<file path="src/rtl/serializer_pkg.sv">
// Shared constants for the word serializer: FSM state encoding and default sizing.
package serializer_pkg;

   localparam int WIDTH_DEF = 32;
   localparam int CNT_W_DEF = 5;

   typedef enum logic [1:0] {
      ST_IDLE  = 2'b00,
      ST_SHIFT = 2'b01,
      ST_DONE  = 2'b10
   } state_t;

endpackage

</file>
<file path="src/rtl/shift_reg_pl.sv">
// Parallel-load shift register built from individual D flip-flops.
// Load has priority over shift. Shifting fills the vacated end with zero.
module shift_reg_pl #(
   parameter int WIDTH = 32
) (
   input  logic             i_clk,
   input  logic             i_rst_n,
   input  logic             i_load,
   input  logic             i_shift,
   input  logic             i_lsb_first,
   input  logic [WIDTH-1:0] i_din,
   output logic [WIDTH-1:0] o_q
);

   logic [WIDTH-1:0] w_d;
   logic [WIDTH-1:0] r_q;

   always_comb begin
      w_d = r_q;
      if (i_load)
         w_d = i_din;
      else if (i_shift)
         w_d = i_lsb_first ? {1'b0, r_q[WIDTH-1:1]} : {r_q[WIDTH-2:0], 1'b0};
   end

   for (genvar g = 0; g < WIDTH; g++) begin : g_bit
      always_ff @(posedge i_clk or negedge i_rst_n) begin
         if (!i_rst_n)
            r_q[g] <= 1'b0;
         else
            r_q[g] <= w_d[g];
      end
   end

   assign o_q = r_q;

endmodule

</file>
<file path="src/rtl/word_serializer_32.sv">
// Parallel-in, serial-out word transmitter with load/ready and valid/hold handshakes.
// state    | meaning
// ST_IDLE  | READY high, waiting for L
// ST_SHIFT | presenting one word bit per accepted cycle
// ST_DONE  | one-cycle DONE pulse, then back to idle
module word_serializer_32
   import serializer_pkg::*;
#(
   parameter int WIDTH     = WIDTH_DEF,
   parameter int LSB_FIRST = 1,
   parameter int CNT_W     = CNT_W_DEF
) (
   input  logic             C,
   input  logic             nR,
   input  logic             L,
   input  logic [WIDTH-1:0] DIN,
   input  logic             HOLD,
   output logic             READY,
   output logic             SOUT,
   output logic             SVALID,
   output logic             SFIRST,
   output logic             SLAST,
   output logic             DONE
);

   localparam logic             LSB      = (LSB_FIRST != 0);
   localparam logic [CNT_W-1:0] CNT_LAST = CNT_W'(WIDTH - 1);

   state_t           r_state;
   state_t           w_state_nxt;
   logic [CNT_W-1:0] r_cnt;
   logic [CNT_W-1:0] w_cnt_nxt;
   logic             w_load;
   logic             w_shift;
   logic             w_last;
   logic [WIDTH-1:0] w_shreg;

   shift_reg_pl #(.WIDTH(WIDTH)) u_shreg (
      .i_clk       (C),
      .i_rst_n     (nR),
      .i_load      (w_load),
      .i_shift     (w_shift),
      .i_lsb_first (LSB),
      .i_din       (DIN),
      .o_q         (w_shreg)
   );

   assign w_last = (r_cnt == CNT_LAST);

   always_ff @(posedge C or negedge nR) begin
      if (!nR) begin
         r_state <= ST_IDLE;
         r_cnt   <= '0;
      end else begin
         r_state <= w_state_nxt;
         r_cnt   <= w_cnt_nxt;
      end
   end

   always_comb begin
      w_state_nxt = r_state;
      w_cnt_nxt   = r_cnt;
      w_load      = 1'b0;
      w_shift     = 1'b0;
      case (r_state)
         ST_IDLE: begin
            if (L) begin
               w_load      = 1'b1;
               w_cnt_nxt   = '0;
               w_state_nxt = ST_SHIFT;
            end
         end
         ST_SHIFT: begin
            if (!HOLD) begin
               w_shift = 1'b1;
               if (w_last) begin
                  w_cnt_nxt   = '0;
                  w_state_nxt = ST_DONE;
               end else begin
                  w_cnt_nxt = r_cnt + CNT_W'(1);
               end
            end
         end
         ST_DONE:  w_state_nxt = ST_IDLE;
         default:  w_state_nxt = ST_IDLE;
      endcase
   end

   // Every output comes from registered state only, so L/DIN/HOLD never reach them directly.
   assign READY  = (r_state == ST_IDLE);
   assign SVALID = (r_state == ST_SHIFT);
   assign SOUT   = SVALID & (LSB ? w_shreg[0] : w_shreg[WIDTH-1]);
   assign SFIRST = SVALID & (r_cnt == '0);
   assign SLAST  = SVALID & w_last;
   assign DONE   = (r_state == ST_DONE);

endmodule

</file>
<file path="config.mk">
export PLATFORM = sky130hd
export DESIGN_NAME = word_serializer_32
export DESIGN_NICKNAME = d
export VERILOG_FILES = /design/src/rtl/serializer_pkg.sv /design/src/rtl/shift_reg_pl.sv /design/src/rtl/word_serializer_32.sv
export SDC_FILE = /design/constraint.sdc
export NUM_CORES = 1
export LEC_CHECK = 0
export CORE_UTILIZATION = 40
export DETAILED_ROUTE_END_ITERATION = 12
export PLACE_DENSITY = 0.73
export SLEW_MARGIN = 5
export SYNTH_ARGS = -nofsm -noshare
export SYNTH_HDL_FRONTEND = slang
export SYNTH_HIERARCHICAL = 1
export SYNTH_SLANG_ARGS = --single-unit
</file>
<file path="constraint.sdc">
create_clock -name C -period 2 [get_ports C]
set_input_delay 0.2 -clock C [delete_from_list [all_inputs] [get_ports C]]
set_output_delay 0.2 -clock C [all_outputs]
set_load 0.02 [all_outputs]
</file>
== Word-level counts from Yosys, hierarchy flattened ==
Cells that the tools add are included.
Storage, ports and cells
  logic and storage cells: 64
  register bits after elaboration: 39
  output and inout port bits: 6
Cells by class
  add/subtract/negate cells: 1
  reductions and logical operators: 6
  bitwise gates (word level): 3
  equal/unequal tests: 6
  multiplexer cells: 14
Operators with widths (count)
  $mux W32: 2
  $mux W5: 3
  $pmux W5 S2: 1
  $mux W2: 3
  $reduce_and A3 Y1: 2
  $add A5 B1 Y5 const B: 1
  $eq A5 B5 Y1 const B: 1
  $logic_not A5 Y1: 1
  $mux W1: 4
  $ne A2 B2 Y1 const B: 2
  $pmux W2 S2: 1
  $reduce_bool A2 Y1: 2
  $and A1 B1 Y1: 3
  $eq A2 B1 Y1 const B: 1
  $eq A2 B2 Y1 const B: 1
  $logic_not A2 Y1: 1
  $ne A2 B1 Y1 const B: 1

== Longest topological paths before layout ==
  word-level depth: 4
  depth in mapped cells: 7
  mapped depth without buffers: 6

== Cells and area by module ==
The synthesis kept the hierarchy.
Modules (own cells, without submodules)
  shift_reg_pl: area an instance 1996.9 um^2, cells each 179, sequential area each 800.8 um^2, instances 1
  word_serializer_32: area an instance 437.9 um^2, cells each 47, sequential area each 175.2 um^2, instances 1

== Worst setup path after synthesis ==
OpenSTA, ideal clock, no wires.
  kind: register -> register
  start point: reg r_cnt[0]
  end point: reg r_cnt[3]
  stages on the path, launching flop included: 7
  path buffers: 0
  slack: -0.010 ns
  data required time: 1.919 ns
  setup time: 0.081 ns
  period minus slack after synthesis: 2.010 ns
  arrival time: 1.929 ns
  cells stage by stage: dfrtp_1 > ha_1 > and3_1 > ha_1 > or4b_1 > or3_1 > o211ai_2
On the way
  word-level cells in the longest chain between the ends: 4
  elaborated cells between the ends (all ways): 5
  classes of those cells: add/sub: 1; eq/ne: 1; mux: 3
RTL lines
  from (decl): RTL line word_serializer_32.sv:31  | logic [CNT_W-1:0] r_cnt;
  from (signal assigned): RTL line word_serializer_32.sv:56  | r_cnt <= w_cnt_nxt;
  $add A5 B1 Y5 or $eq A5 B5 Y1 (tied branches): RTL line word_serializer_32.sv:80, word_serializer_32.sv:48
  $mux W5 *: RTL line word_serializer_32.sv:76  | if (w_last) begin
  $mux W5 *: RTL line word_serializer_32.sv:74  | if (!HOLD) begin
  $pmux W5 S2 *: RTL line word_serializer_32.sv:65  | case (r_state)
Every way passes the cells marked *; elsewhere a longest branch is shown, timed or not. The select of a mux whose other input is x is not followed.
A chain may end at the register's enable or synchronous reset.

== Worst setup path after layout ==
Ends and elaborated chain as after synthesis.

==> metrics.txt <==
Synth Instances 226; routed vias/inst 5.32; TritonCTS buffer count 5; number of synthesis warnings 6; Reg2Reg Launch Point r_cnt[0]; First DRT Iteration DRCs 71; Hold Fails Final Rpt 0; RSZ-0062 raised after global routing false; Root Driver clkbuf_8; drt drc 0; cell total after placement 334; logic gate share of total power around 44%; Crit Path Max Fanout 3; WP data required 2220 ps; first-pass GRT wire length 8.87 mm; Post-synth EDFFs 0; nets@finish between 300 and 400; starting density of the core approximately two fifths; largest net degree at the start of global routing 49; Cell Area, Synth 0.00243 sq mm; vias in the first global route about 1900; status finished clean; PwrDens about 1200 mW/mm^2; sequential share of power 40.0%; area leader, netlist dfrtp_1; storage element area slightly below 0.001 sq mm; Avg Cell Area, Syn 10.8 sq um; Avg WL per Cell 14.7 um; top-count cell post-synth dfrtp_1; Sw Ratio between 30% and 40%; number of antenna violations at the first check in global routing 0; core area 0.00589 sq mm; Synth Net Count 265; Design Area, Final just over 0.003 sq mm; Multi-input gate area 0.00132 sq mm; CP endpoint kind flip-flop; area fraction of the dominant cell type after synthesis 40.1%; Die ar. 0.00640 sq mm; cell-internal power 2.30 mW; Synth Register Bits 39; main area contributors after synthesis dfrtp_1 40%, mux2i_1 14%, o211ai_2 13%; Seq/Total Area, Yosys roughly two fifths; TritonCTS sink count 39; Leak Pwr 1.37 nW; Clock Tree Buf Depth 2; P&R area growth vs syn 24.7%; Final min period ~1900 ps; Pwr Total 3.61 mW; CTS tree built; clock transition at the registers of the reported paths 80 ps; hold_sp DIN[25]; fill count 537; Startpoint Class flip-flop; Finished Layout Cells between 300 and 400; worst skew pair latency 290 ps; Slew Limit Fails 0; P_sw around 1.3 mW; I/O pins 42; Commonest cells post-synth 39 x dfrtp_1, 33 x mux2i_1, 31 x nand2_1, 30 x or3b_1, 25 x o211ai_2; routability congestion estimate 0.829; die width 80.0 um; R2R depth 6; Worst Hold Depth 3; final setup fails 0; Tcrit/Tclk final 96.0%; via count 1836; flop2flop setup slack 80 ps; Post-DP HPWL 3.41 mm; Worst Hold End u_shreg/o_q[25]; GRT Util Overall 18.3%; highest ir drop seen on vdd 0.000664 V; Synth async-reset ratio 100%; post-route clock skew a little under 4 ps; 1st-pass router iterations 4; Worst Path Arrival 2140 ps; row cnt 28; GRT Residual Overflow 0; leading register cell type out of synthesis dfrtp_1; Clock power frac 16.5%; Port Buffers 41; share of post-route cells with drive strength above 1 17.4%; Slew @ Worst Pin 508 ps; Die Span Y roughly 80 um; antenna viol nets, final 0; reg2reg end r_cnt[3]; final WL 5.08 mm; # diodes 0; Worst slew margin between 60 and 70%; fmax 0.521 GHz; critical path class reg -> reg; max_cap viols 0; Placed Area between 0.002 and 0.003 sq mm; synth unique cells 30; H-tree depth 2; Hold Crit Class in -> reg
## placed cells by master, fill, tap and decap left out, types with 2 or more instances in the layout
cell,netlist,routed
clkdlybuf4s50_1,0,36
nor2_1,4,4
inv_1,8,8
clkbuf_8,0,7
nor2b_1,2,2
o211ai_1,7,7
nand2b_1,5,5
or3b_1,30,30
dlygate4sd2_1,0,2
nand3_1,3,3
ha_1,3,2
dfrtp_1,39,39
buf_4,3,9
o211ai_2,25,25
and2_1,3,2
buf_12,0,2
nand2_1,31,31
nand3b_1,2,2
mux2i_1,33,33
a21oi_1,2,2
a31oi_1,2,2
## area by class of cell
cell class | count | area share, %
multi-input cells | 162 | 43.4
inverters | 8 | 0.989
flip-flops and latches | 39 | 32.2
well taps | 75 | 3.09
clock buffers | 8 | 3.30
repair buffers | 53 | 17.1
## sequential cells by signal (all words and copies together), names as in the netlist
name	cells
u_shreg/o_q	32
r_cnt	5
r_state	2
## layer usage
layer	vias to the layer above	GRT usage [%]	share of wire, %	wire length [um]
met3	2	5.03	3.5	179
met5	-	0	0	0
met4	0	5.36	0.79	40
met1	890	24.2	48	2440
li1	911	-	-	-
met2	33	28.9	48	2420
## what timing repair did
| item | in CTS | in global routing |
|---|---|---|
| pin swaps | 2 | 1 |
| gates resized for setup | 6 | 2 |
| endpoints found under the setup margin | 4 | 4 |
| buffers inserted | 2 | 0 |
| hold buffers | 1 | 0 |
| hold endpoints to repair | 39 | 0 |
## worst max-delay path, stage by stage, from the launching register on
cell and delay, ps:
dfrtp_1 390, ha_2 190, and3_1 180, ha_1 190, or4b_1 490, or3_1 330, o211ai_2 80
## through the flow
step	utilization [%]	TNS, ps	hold slack [ps]	setup slack [ps]
2_1_floorplan	-	0	-95.6	42.0
3_3_place_gp	49.5	0	297	28.8
3_5_place_dp	49.5	-4.37	293	-4.37
4_1_cts	51.6	0	469	19.8
5_1_grt	51.6	0	487	5.62
6_report	51.6	0	474	80.8
## cells by family (layout without fill, tap and decap cells)
logic type / Yosys count / in the layout / share of synthesized area, %
compound gates: 37 / 37 / 16.1
fa+ha+maj: 3 / 3 / 1.54
buf+inv: 25 / 69 / 5.96
flops: 39 / 39 / 40.1
mux: 33 / 33 / 13.6
other cells: 1 / 1 / 0.154
simple gates: 88 / 88 / 22.6
## power by group through the flow
stage / clock (mW) / sequential [mW] / combinational (mW)
6_report: 0.597 / 1.44 / 1.57
5_1_grt: 0.651 / 1.49 / 1.74
4_1_cts: 0.611 / 1.44 / 1.59
3_5_place_dp: 0 / 1.45 / 1.56
3_3_place_gp: 0 / 1.45 / 1.52
2_1_floorplan: 0 / 1.35 / 1.21
## worst max-delay path by stage
stage                   from       end  slack [ps]  cells after the start
floorplan           r_cnt[0]  r_cnt[3]          40                      6
global placement    r_cnt[0]  r_cnt[3]          30                      6
detailed placement  r_cnt[0]  r_cnt[3]          -4                      6
CTS                 r_cnt[0]  r_cnt[3]          20                      6
global route        r_cnt[0]  r_cnt[2]           6                      7
finish              r_cnt[0]  r_cnt[3]          80                      6
No activity file was read; power rests on OpenSTA's default activity.
